### config.mk
export PLATFORM = sky130hd
export DESIGN_NAME = arb_requester_flat
export DESIGN_NICKNAME = d
export VERILOG_FILES = /design/src/rtl/arb_requester_if.sv /design/src/rtl/arb_requester.sv /design/src/flat_wrapper.sv
export SDC_FILE = /design/constraint.sdc
export NUM_CORES = 1
export LEC_CHECK = 0
export ABC_AREA = 1
export BUFFER_PORTS_ARGS = -buffer_cell sky130_fd_sc_hd__buf_2
export CORE_ASPECT_RATIO = 0.9
export CORE_MARGIN = 3
export CORE_UTILIZATION = 48
export CTS_BUF_LIST = sky130_fd_sc_hd__clkbuf_16
export CTS_CLUSTER_DIAMETER = 100
export DETAILED_ROUTE_END_ITERATION = 6
export PLACE_DENSITY = 0.76
export SYNTH_ARGS = -nofsm -noshare
export SYNTH_HDL_FRONTEND = slang
export SYNTH_SLANG_ARGS = --single-unit
### constraint.sdc
create_clock -name clk -period 1.5 [get_ports clk]
set_input_delay 0.15 -clock clk [delete_from_list [all_inputs] [get_ports clk]]
set_output_delay 0.15 -clock clk [all_outputs]
set_load 0.1 [all_outputs]
### src/rtl/arb_requester_if.sv
// Job handshake plus arbitration bus of one requester; master is the requester,
// slave is whatever drives jobs and grants (local logic plus arbiter).
interface arb_requester_if #(
    parameter int LEN_W = 8
);
    logic             job_valid;
    logic             job_ready;
    logic [LEN_W-1:0] job_len;
    logic [1:0]       request;
    logic [1:0]       grant;
    logic             beat_valid;
    logic             beat_last;
    logic             done;
    logic             timeout_err;

    modport master (
        input  job_valid, job_len, grant,
        output job_ready, request, beat_valid, beat_last, done, timeout_err
    );

    modport slave (
        output job_valid, job_len, grant,
        input  job_ready, request, beat_valid, beat_last, done, timeout_err
    );
endinterface

### src/rtl/arb_requester.sv
// Requester-side client of the 2-way fixed-priority arbitration bus: takes a burst
// job, requests bus ownership, issues one beat per granted cycle, then idles a gap.
// Optional grant-wait abort is enabled by defining ARB_REQ_TIMEOUT_EN.
module arb_requester #(
    parameter int ID      = 0,
    parameter int LEN_W   = 8,
    parameter int GAP_CYC = 1,
    parameter int TIMEOUT = 16
) (
    input  logic            clk,
    input  logic            rst,
    arb_requester_if.master bus
);
    typedef enum logic [1:0] {
        IDLE,
        REQ,
        XFER,
        GAP
    } state_t;

    localparam logic             OWN      = 1'(ID);
    localparam int               GAP_W    = (GAP_CYC > 1) ? $clog2(GAP_CYC) : 1;
    localparam logic [GAP_W-1:0] GAP_INIT = GAP_W'(GAP_CYC - 1);

    state_t           state_reg;
    logic [LEN_W-1:0] rem_reg;
    logic [GAP_W-1:0] gap_reg;
    logic             request_reg;
    logic             job_ready_reg;
    logic             done_reg;
    logic             timeout_reg;

    logic grant_own;
    logic active;
    logic beat;
    logic last_beat;
    logic expire;

    assign grant_own = bus.grant[OWN];
    assign active    = (state_reg == REQ) || (state_reg == XFER);
    // The arbiter's grant lags request by a cycle, so only REQ/XFER may turn a
    // grant into a beat; a stale grant seen in GAP is ignored here.
    assign beat      = active && grant_own && (rem_reg != '0);
    assign last_beat = beat && (rem_reg == LEN_W'(1));

    logic unused_other_grant;
    assign unused_other_grant = bus.grant[~OWN];

`ifdef ARB_REQ_TIMEOUT_EN
    localparam int WAIT_W = $clog2(TIMEOUT + 1);

    logic [WAIT_W-1:0] wait_reg;

    // Counts consecutive ungranted cycles while owning a request.
    always_ff @(posedge clk) begin
        if (!rst) begin
            wait_reg <= '0;
        end else if (active && !grant_own) begin
            wait_reg <= wait_reg + WAIT_W'(1);
        end else begin
            wait_reg <= '0;
        end
    end

    assign expire = active && !grant_own && (wait_reg == WAIT_W'(TIMEOUT - 1));
`else
    logic unused_timeout_cfg;
    assign unused_timeout_cfg = (TIMEOUT > 0);
    assign expire             = 1'b0;
`endif

    always_ff @(posedge clk) begin
        if (!rst) begin
            state_reg     <= IDLE;
            rem_reg       <= '0;
            gap_reg       <= '0;
            request_reg   <= 1'b0;
            job_ready_reg <= 1'b0;
            done_reg      <= 1'b0;
            timeout_reg   <= 1'b0;
        end else begin
            done_reg    <= 1'b0;
            timeout_reg <= 1'b0;
            case (state_reg)
                IDLE: begin
                    job_ready_reg <= 1'b1;
                    if (bus.job_valid && job_ready_reg) begin
                        if (bus.job_len == '0) begin
                            // Empty job: completes without touching the bus.
                            done_reg <= 1'b1;
                        end else begin
                            rem_reg       <= bus.job_len;
                            request_reg   <= 1'b1;
                            job_ready_reg <= 1'b0;
                            state_reg     <= REQ;
                        end
                    end
                end
                REQ, XFER: begin
                    if (expire) begin
                        request_reg <= 1'b0;
                        rem_reg     <= '0;
                        timeout_reg <= 1'b1;
                        gap_reg     <= GAP_INIT;
                        state_reg   <= GAP;
                    end else if (beat) begin
                        rem_reg <= rem_reg - LEN_W'(1);
                        if (last_beat) begin
                            request_reg <= 1'b0;
                            done_reg    <= 1'b1;
                            gap_reg     <= GAP_INIT;
                            state_reg   <= GAP;
                        end else begin
                            state_reg <= XFER;
                        end
                    end
                end
                GAP: begin
                    if (gap_reg == '0) begin
                        job_ready_reg <= 1'b1;
                        state_reg     <= IDLE;
                    end else begin
                        gap_reg <= gap_reg - GAP_W'(1);
                    end
                end
                default: begin
                    state_reg <= IDLE;
                end
            endcase
        end
    end

    // Only the owned request bit can ever be driven; the other stays tied low.
    genvar gi;
    generate
        for (gi = 0; gi < 2; gi++) begin : g_req
            if (gi == ID) begin : g_own
                assign bus.request[gi] = request_reg;
            end else begin : g_other
                assign bus.request[gi] = 1'b0;
            end
        end
    endgenerate

    assign bus.job_ready   = job_ready_reg;
    assign bus.beat_valid  = beat;
    assign bus.beat_last   = last_beat;
    assign bus.done        = done_reg;
    assign bus.timeout_err = timeout_reg;
endmodule

### src/flat_wrapper.sv
// flat-port wrapper written by rule: the top's interface ports become plain ports
module arb_requester_flat 
#(
    parameter int ID      = 0,
    parameter int LEN_W   = 8,
    parameter int GAP_CYC = 1,
    parameter int TIMEOUT = 16
)
  (clk, rst, bus_job_valid, bus_job_len, bus_grant, bus_job_ready, bus_request, bus_beat_valid, bus_beat_last, bus_done, bus_timeout_err);
  arb_requester_if #(.LEN_W(LEN_W)) bus_i ();
  input  logic clk;
  input  logic rst;
  input wire logic [$bits(bus_i.job_valid)-1:0] bus_job_valid;
  input wire logic [$bits(bus_i.job_len)-1:0] bus_job_len;
  input wire logic [$bits(bus_i.grant)-1:0] bus_grant;
  output wire logic [$bits(bus_i.job_ready)-1:0] bus_job_ready;
  output wire logic [$bits(bus_i.request)-1:0] bus_request;
  output wire logic [$bits(bus_i.beat_valid)-1:0] bus_beat_valid;
  output wire logic [$bits(bus_i.beat_last)-1:0] bus_beat_last;
  output wire logic [$bits(bus_i.done)-1:0] bus_done;
  output wire logic [$bits(bus_i.timeout_err)-1:0] bus_timeout_err;
  assign bus_i.job_valid = bus_job_valid;
  assign bus_i.job_len = bus_job_len;
  assign bus_i.grant = bus_grant;
  assign bus_job_ready = bus_i.job_ready;
  assign bus_request = bus_i.request;
  assign bus_beat_valid = bus_i.beat_valid;
  assign bus_beat_last = bus_i.beat_last;
  assign bus_done = bus_i.done;
  assign bus_timeout_err = bus_i.timeout_err;
  arb_requester #(.ID(ID), .LEN_W(LEN_W), .GAP_CYC(GAP_CYC), .TIMEOUT(TIMEOUT)) u_core (.clk(clk), .rst(rst), .bus(bus_i));
endmodule
Yosys cells after proc, flatten, opt, wreduce, memory -nomap -nowiden
Cells that the tools add are included.
{"block": "classes", "n_shift": 0, "mul": 0, "n_eq_ne": 9, "n_mux": 25, "n_addsub": 2, "bitwise_logic": 0, "n_reduce_logical": 17, "n_lt_le_gt_ge": 0, "n_div": 0}
{"op": "$mux 8", "n": 3}
{"op": "$pmux 8 s2", "n": 1}
{"op": "$mux 1", "n": 12}
{"op": "$eq 8x1->1 const B", "n": 1}
{"op": "$logic_not 8->1", "n": 1}
{"op": "$mux 2", "n": 4}
{"op": "$pmux 1 s2", "n": 4}
{"op": "$reduce_and 4->1", "n": 2}
{"op": "$reduce_bool 8->1", "n": 1}
{"op": "$sub 8x1->8 const B", "n": 1}
{"op": "$ne 2x2->1 const B", "n": 3}
{"op": "$pmux 2 s3", "n": 1}
{"op": "$reduce_bool 2->1", "n": 3}
{"op": "$reduce_and 5->1", "n": 1}
{"op": "$eq 2x2->1 const B", "n": 2}
{"op": "$logic_and 1x1->1", "n": 4}
{"op": "$ne 2x1->1 const B", "n": 2}
{"op": "$reduce_and 3->1", "n": 1}
{"op": "$eq 2x1->1 const B", "n": 1}
{"op": "$logic_not 2->1", "n": 1}
{"op": "$reduce_and 2->1", "n": 1}
{"op": "$reduce_or 2->1", "n": 1}
{"op": "$logic_or 1x1->1", "n": 1}
{"op": "$sub 1x1->1 const B", "n": 1}
{"block": "totals", "in_bits": 13, "reg_bits": 14, "n_memories": 0, "mem_bits_ro": 0, "output_inout_bits": 7, "mem_bits_rw": 0, "latch_bits": 0, "wordCells": 59}

Logic depth before layout (Yosys ltp)
Gate-level depths: netlist (run 1).
{"block": "logic_depth", "word_depth": 8, "ltp_mapped": 12, "depth_no_buf": 11}

Least setup slack after synthesis (run 1)
No wires, ideal clock.
{"block": "synth_timing", "path_kind": "register to register", "startpoint": "register u_core.job_ready_reg (netlist: u_core.bus.job_ready)", "endpoint": "register u_core.state_reg[0]", "t_required_ps": 1384, "stages_incl_launch_ff": 9, "path_slack_ps": -365, "setup_ps": 116, "arrival_ps": 1749, "cell_sequence": "dfxtp_1 -> nand2_1 -> inv_1 -> o21ai_1 -> nand2_1 -> buf_2 -> nand2_1 -> o21ai_0 -> nor2_1"}
{"block": "synth_via", "elab_chain_len": 3}
{"item": "from (decl)", "line": "arb_requester.sv:29", "rtl": "logic job_ready_reg;"}
{"item": "from (signal assigned)", "line": "arb_requester.sv:78", "rtl": "job_ready_reg <= 1'b0;"}
{"item": "from (signal assigned)", "line": "arb_requester.sv:86", "rtl": "job_ready_reg <= 1'b1;"}
{"item": "from (signal assigned)", "line": "arb_requester.sv:94", "rtl": "job_ready_reg <= 1'b0;"}
{"item": "$logic_and 1x1->1", "line": "arb_requester.sv:87", "rtl": "if (bus.job_valid && job_ready_reg) begin"}
{"item": "$ne 2x1->1 (no line)"}
{"item": "$reduce_and 4->1 (no line)"}
{"item": "to (signal assigned)", "line": "arb_requester.sv:95", "rtl": "state_reg <= REQ;"}
{"item": "to (signal assigned)", "line": "arb_requester.sv:105", "rtl": "state_reg <= GAP;"}
{"item": "to (signal assigned)", "line": "arb_requester.sv:112", "rtl": "state_reg <= GAP;"}
{"item": "to (decl)", "line": "arb_requester.sv:25", "rtl": "state_t state_reg;"}
No other way between the ends.
A chain may end at the register's enable or synchronous reset.

Worst setup path after layout (run 1)
{"block": "layout_timing", "startpoint": "register u_core.state_reg[0]", "endpoint": "output bus_beat_valid"}
{"block": "layout_via", "elab_chain_len": 4, "elab_cells_between_ends": 5, "classes_between": "eq/ne: 2; reduce/logical: 3"}
{"item": "from (signal assigned)", "line": "arb_requester.sv:74", "rtl": "state_reg <= IDLE;"}
{"item": "from (signal assigned)", "line": "arb_requester.sv:95"}
{"item": "from (signal assigned)", "line": "arb_requester.sv:105"}
{"item": "$eq 2x1->1 / $eq 2x2->1 (equally long branches)", "line": "arb_requester.sv:40", "rtl": "assign active = (state_reg == REQ) || (state_reg == XFER);"}
{"item": "$logic_or 1x1->1 *", "line": "arb_requester.sv:40"}
{"item": "$logic_and 1x1->1 * (2 in series)", "line": "arb_requester.sv:43", "rtl": "assign beat = active && grant_own && (rem_reg != '0);"}
{"item": "to (decl)", "line": "flat_wrapper.sv:18", "rtl": "output wire logic [$bits(bus_i.beat_valid)-1:0] bus_beat_valid;"}
Every way passes the cells marked *; elsewhere a longest branch is shown, timed or not.

==> results.cfg, run 1 <==
[outcome]
status = finished, violations left
failed_checks = setup timing

[yosys]
synth.top_cells.by_area = dfxtp_1, nand2_1, inv_1
synth_flop_cell = dfxtp_1
synth_cell_type_count = 24
synth_fa_ha_area_frac = 0.0524
yosysSeqAreaShare = 0.273
synth_enable_flop_cells = 0
synth_warnings = 0
synth_compound_area_frac = 0.121
syn_avg_cell_area_um2 = 6.36
synth_top_family_by_area = simple AND/OR/NAND/NOR gates
yosys_register_bits = 13
synth-simple-area-share = 0.397
syn_inst = 150
synthDominantCellAreaShare = 0.273
synth_largest_area_cell = dfxtp_1
muxShareOfSynthArea = 0
synth_area_um2 = 955
synth-xor-area-share = 0.00917
async_reset_ff_frac = 0

[route]
first_pass_iters = 4
post_drt_wl_per_cell_um = 12.9
drt_iter0_drc = 23
via_count = 1024
vias_per_cell = 5.07
remaining_drc_errors = 0
wl_um = 2610
ant_nets = 0

[die]
initial_utilization = 0.540
die_area_um2 = 2560
io_pins = 20
rows = 14
coreArea_um2 = 1770
die_h_um = 48.3
die-width_um = 53.0

[clock_tree]
tritoncts = built
cts_hold_buf = 0
path_clk_slew_ns = 0.05
htreeDepth = 1
clk_latency_ns = 0.24
clock_sinks = 13
clock_path_buffers = 2
cts_made_buffers = 3
clockRootBuffer = clkbuf_16

[grt]
overflow = 0
grt_first_pass_wirelength_um = 4150
first_global_vias = 1001
grt.total_usage = 0.216
antenna_found_initial = 0
grt_max_degree = 12

[setup_path]
crit_path_top_delay_cell = dfxtp_2
crit_path_end_kind = primary output
critPathMaxFanout = 3
critPathMostFrequentCell = inv_2
crit_arrival_ns = 1.37
cp_cell_sequence = inv_2 -> ha_4 -> nand2_2 -> inv_2 -> nand2_4 -> clkinvlp_4 -> buf_12
criticalPathCategory = reg2out
start_kind = flop
required_ns = 1.35
critPathMaxStageDelay_ns = 0.33

[power]
power_density_nw_per_um2 = 2660
peakVddDrop_mv = 1.51
p_leak_nw = 0.635

[final_layout]
drive_gt1_frac = 0.393
layout.cells.most_common = nand2_1
finish.utilization = 0.738
nets = 196
largest_reg_flops = 8
diodes = 0
final_cell_mix = nand2_1, nor2_1
syn_to_final_growth_pct = 36.8
design_area_um2 = 1310

[placed_design]
port_buffers = 16
place_area_um2 = 1120
pre_cts_ws_ns = 0.0629
dp_hpwl_um = 1770
place.gp.congestion = 0.821

[min_path]
hold_class = in2reg

[job]
max-cap-violations = 0

[timing]
finalCritPeriodShare = 1.01
finalHoldViolCount = 0
finalSetupViolCount = 1
fin_skew_ns = 0.000762
layout_setup_ws_ns = -0.0199
slew_violations = 0
finalSetupTns_ns = -0.0199
fmax_mhz = 658
min_period_ns = 1.52
rsz0062_at_grt = yes
## cell families (layout without fill, tap and decap cells)
logic type      count (synthesis)  in the layout
compound gates                 20             20
xor+xnor                        1              1
fa+ha+maj                       4              4
buf+inv                        29             56
flops                          13             13
other cells                     1              2
simple gates                   82             82
## layer usage
layer / global-route usage / share of wire / vias up
met2: 0.368 / 0.51 / 34
met4: 0.0936 / 0.017 / 0
met1: 0.243 / 0.41 / 465
li1: - / - / 519
met5: 0 / 0 / -
met3: 0.0613 / 0.056 / 6
## worst max-delay path: cells and delay by family, from the launching register on
family	cells	cell delay (ns)
fa+ha+maj	1	0.26
buf+inv	4	0.40
flops	1	0.33
simple gates	2	0.13
## cell usage after synthesis, types with 3 or more instances
cell type,instances
inv_1,20
dfxtp_1,13
ha_1,4
o21ai_0,7
nand2_1,35
nand3_1,15
a21oi_1,6
nand2_2,6
nand2_4,4
buf_4,3
nor2_1,19
## layout make-up
type                    count  area, um2
well taps                  24       30.0
clock inverters             1       3.75
clock buffers               3       75.1
multi-input cells         109        617
flip-flops and latches     13        270
repair buffers             30        215
fillers                   146        463
inverters                  22       95.1
## metrics by stage
step | hold WS (ns) | instances | power, mW
2_1_floorplan | 0.270 | 151 | 2.33
3_3_place_gp | 0.448 | 189 | 2.61
3_5_place_dp | 0.453 | 189 | 2.69
4_1_cts | 0.198 | 198 | 3.35
5_1_grt | 0.209 | 202 | 3.75
6_report | 0.203 | 202 | 3.47
## final timing paths
check	start	end	slack (ns)	cells past startpoint
setup / recovery	u_core.state_reg[0]$_SDFFE_PN0P_	bus_beat_valid	-0.02	7
setup reg to reg	u_core.state_reg[0]$_SDFFE_PN0P_	u_core.state_reg[1]$_SDFFE_PN0P_	0.06	10
hold / removal	rst	u_core.rem_reg[5]$_SDFFE_PN0P_	0.20	3
hold reg to reg	u_core.request_reg$_SDFFE_PN0P_	u_core.request_reg$_SDFFE_PN0P_	0.45	2
## where the power goes
group | internal (mW) | switching, mW
combinational | 0.836 | 1.45
sequential | 0.510 | 0.169
clock | 0.352 | 0.152
total | 1.70 | 1.78
## what timing repair did
| item | in CTS | in global routing |
|---|---|---|
| hold endpoints to repair | 0 | 0 |
| pin swaps | 5 | 1 |
| resized for setup | 8 | 4 |
| endpoints found under the setup margin | 2 | 3 |
| setup buffers | 5 | 4 |
Note: power is estimated with default switching activity, not from simulation.
==> run 2: changes to the inputs <==
ABC_AREA = unset   (was 1)
CORE_UTILIZATION = 47   (was 48)
PLACE_DENSITY = 0.8   (was 0.76)
==> run 2 against run 1 <==
Net effect:
- the flow still finishes with violations (setup timing)
- power up 23%
- clock-buffer cell count is the same
- via count increased by 17%
- sequential share of layout area fell by 3.6 points
- synthesized cell count fell by 27%
- critical path depth up 1
- global-route usage rose by 9.9 points
- non-clock buffer count rose by 29
- flip-flop and latch count did not move
- routed wire length rose by 49%
- first-iteration DRC count rose to 2.8 times the previous value
- critical path type is now reg2reg
- critical endpoint is now u_core.rem_reg[6]$_SDFFE_PN0P_
==> results.cfg, run 2 <==
[die]
die-width_um = 51.8
io_pins = 20
rows = 14
coreArea_um2 = 1730
initial_utilization = 0.512
die_h_um = 47.2
die_area_um2 = 2450

[placed_design]
placed_cells_incl_taps = 178
place.gp.congestion = 0.877
port_buffers = 16
dp_hpwl_um = 2210
pre_cts_ws_ns = -0.300

[min_path]
whs_path_depth = 3
hp-start = bus_job_len[5]
worstHoldEndpoint = u_core.rem_reg[5]$_SDFFE_PN0P_
hold_class = in2reg

[clock_tree]
clockRootBuffer = clkbuf_16
cts_hold_buf = 0
tritoncts = built
clock_path_buffers = 2
cts_made_buffers = 3
clock_sinks = 13
htreeDepth = 1
path_clk_slew_ns = 0.05
clk_latency_ns = 0.25

[yosys]
synth_area_um2 = 887
syn_inst = 110
synth_cell_type_count = 37
yosys-top-cells-count = dfxtp_1, nand2_1, a21oi_1, inv_1
synth-xor-area-share = 0
synth_fa_ha_area_frac = 0.0564
synth_warnings = 0
muxShareOfSynthArea = 0.0804
yosysSeqAreaShare = 0.293
synth_top_family_by_area = simple AND/OR/NAND/NOR gates
synth_flop_cell = dfxtp_1
synth-simple-area-share = 0.255
synth.top_cells.by_area = dfxtp_1, mux2i_1, ha_1
syn_avg_cell_area_um2 = 8.06
async_reset_ff_frac = 0
synth_compound_area_frac = 0.238
yosys_register_bits = 13
synth_largest_area_cell = dfxtp_1
synthDominantCellAreaShare = 0.293
yosys.cell_count.top_type = dfxtp_1
synth_enable_flop_cells = 0

[route]
post_drt_wl_per_cell_um = 20.3
via_count = 1202
first_pass_iters = 4
vias_per_cell = 6.26
drt_iter0_drc = 64
wl_um = 3900
remaining_drc_errors = 0
ant_nets = 0

[grt]
first_global_vias = 1143
grt_first_pass_wirelength_um = 5440
grt.total_usage = 0.315
antenna_found_initial = 0
overflow = 0
grt_max_degree = 10

[timing]
layout_setup_ws_ns = -0.484
fmax_mhz = 504
finalHoldViolCount = 0
finalSetupViolCount = 15
min_period_ns = 1.98
finalSetupTns_ns = -4.69
fin_skew_ns = 0.00112
finalCritPeriodShare = 1.32
rsz0062_at_grt = yes
slew_violations = 0

[setup_path]
r2r_start = u_core.state_reg[0]$_SDFFE_PN0P_
critPathMaxStageDelay_ns = 0.35
cp_cell_sequence = inv_2 -> ha_4 -> buf_6 -> mux2i_2 -> a311oi_4 -> nand2_4 -> mux2_4 -> o21a_1
r2r-end = u_core.rem_reg[6]$_SDFFE_PN0P_
r2r_cells = 8
required_ns = 1.64
critPathMaxFanout = 5
criticalPathCategory = reg2reg
crit_path_top_delay_cell = dfxtp_2
start_kind = flop
ff2ff_setup_slack_ns = -0.48
crit_arrival_ns = 2.13
crit_path_end_kind = flop

[outcome]
failed_checks = setup timing
status = finished, violations left

[power]
p_leak_nw = 0.692
power_density_nw_per_um2 = 2710
peakVddDrop_mv = 2.03

[final_layout]
drive_gt1_frac = 0.565
layout.cells.most_common = buf_4
diodes = 0
final_cells = 192
nets = 186
final_cell_mix = buf_4, buf_2, nand2_1
syn_to_final_growth_pct = 77.2
largest_reg_flops = 8

[job]
max-cap-violations = 0
-- run 2: cells by family after synthesis --
family / Yosys count
buf+inv: 14
simple gates: 42
other cells: 1
mux: 7
flops: 13
compound gates: 29
fa+ha+maj: 4
-- run 2: routing by layer --
layer  GRT usage  up-vias  part of all wire
met4       0.162        0             0.050
met3      0.0921       20             0.097
met5           0        -                 0
met1       0.362      574              0.38
li1            -      524                 -
met2       0.541       84              0.47
-- run 2: final cells by class --
class | instances | area (um2)
Inverter | 8 | 37.5
Tap cell | 24 | 30.0
Fill cell | 74 | 163
Sequential cell | 13 | 269
Clock buffer | 3 | 75.1
Timing Repair Buffer | 59 | 463
Clock inverter | 1 | 3.75
Multi-Input combinational cell | 84 | 693
-- run 2: how the worst max path moves through the flow --
stage / from / to / slack (ns) / cells past startpoint
after floorplan: u_core.state_reg[0]$_SDFFE_PN0P_ / u_core.state_reg[0]$_SDFFE_PN0P_ / -0.47 / 8
after global placement: u_core.state_reg[1]$_SDFFE_PN0P_ / u_core.rem_reg[6]$_SDFFE_PN0P_ / -0.22 / 7
after detailed placement: u_core.state_reg[1]$_SDFFE_PN0P_ / u_core.rem_reg[6]$_SDFFE_PN0P_ / -0.30 / 7
after CTS: u_core.state_reg[1]$_SDFFE_PN0P_ / bus_beat_last / -0.43 / 7
after global routing: u_core.state_reg[0]$_SDFFE_PN0P_ / u_core.rem_reg[6]$_SDFFE_PN0P_ / -0.50 / 8
final: u_core.state_reg[0]$_SDFFE_PN0P_ / u_core.rem_reg[6]$_SDFFE_PN0P_ / -0.48 / 8
-- run 2: through the flow --
step,power (mW),hold WS (ns),cell area [um2],util
final,4.26,0.248,1570,0.906
after global routing,4.41,0.265,1570,0.906
after CTS,3.89,0.211,1490,0.861
after detailed placement,3.08,0.446,1320,0.759
after global placement,3.01,0.442,1320,0.759
after floorplan,2.08,0.319,972,-
-- run 2: critical path, delay by kind of cell (launching register included) --
kind                       cells  cell delay [ns]
buffers and inverters          2             0.19
and+or+nand+nor                1             0.12
DFF                            1             0.35
AOI/OAI and AO/OA              2             0.51
adders and majority gates      1             0.24
muxes                          2             0.46
-- run 2: power by group --
| part | total (mW) | switching, mW | internal (mW) |
|---|---|---|---|
| Combinational | 3.14 | 1.66 | 1.48 |
| Clock | 0.526 | 0.172 | 0.354 |
| Sequential | 0.593 | 0.0959 | 0.497 |
| Total | 4.26 | 1.93 | 2.33 |
-- run 2: timing repair --
| item | CTS | global route |
|---|---|---|
| gates resized for setup | 15 | 14 |
| setup buffers | 7 | 4 |
| pin swaps | 8 | 8 |
| setup endpoints to repair | 15 | 15 |
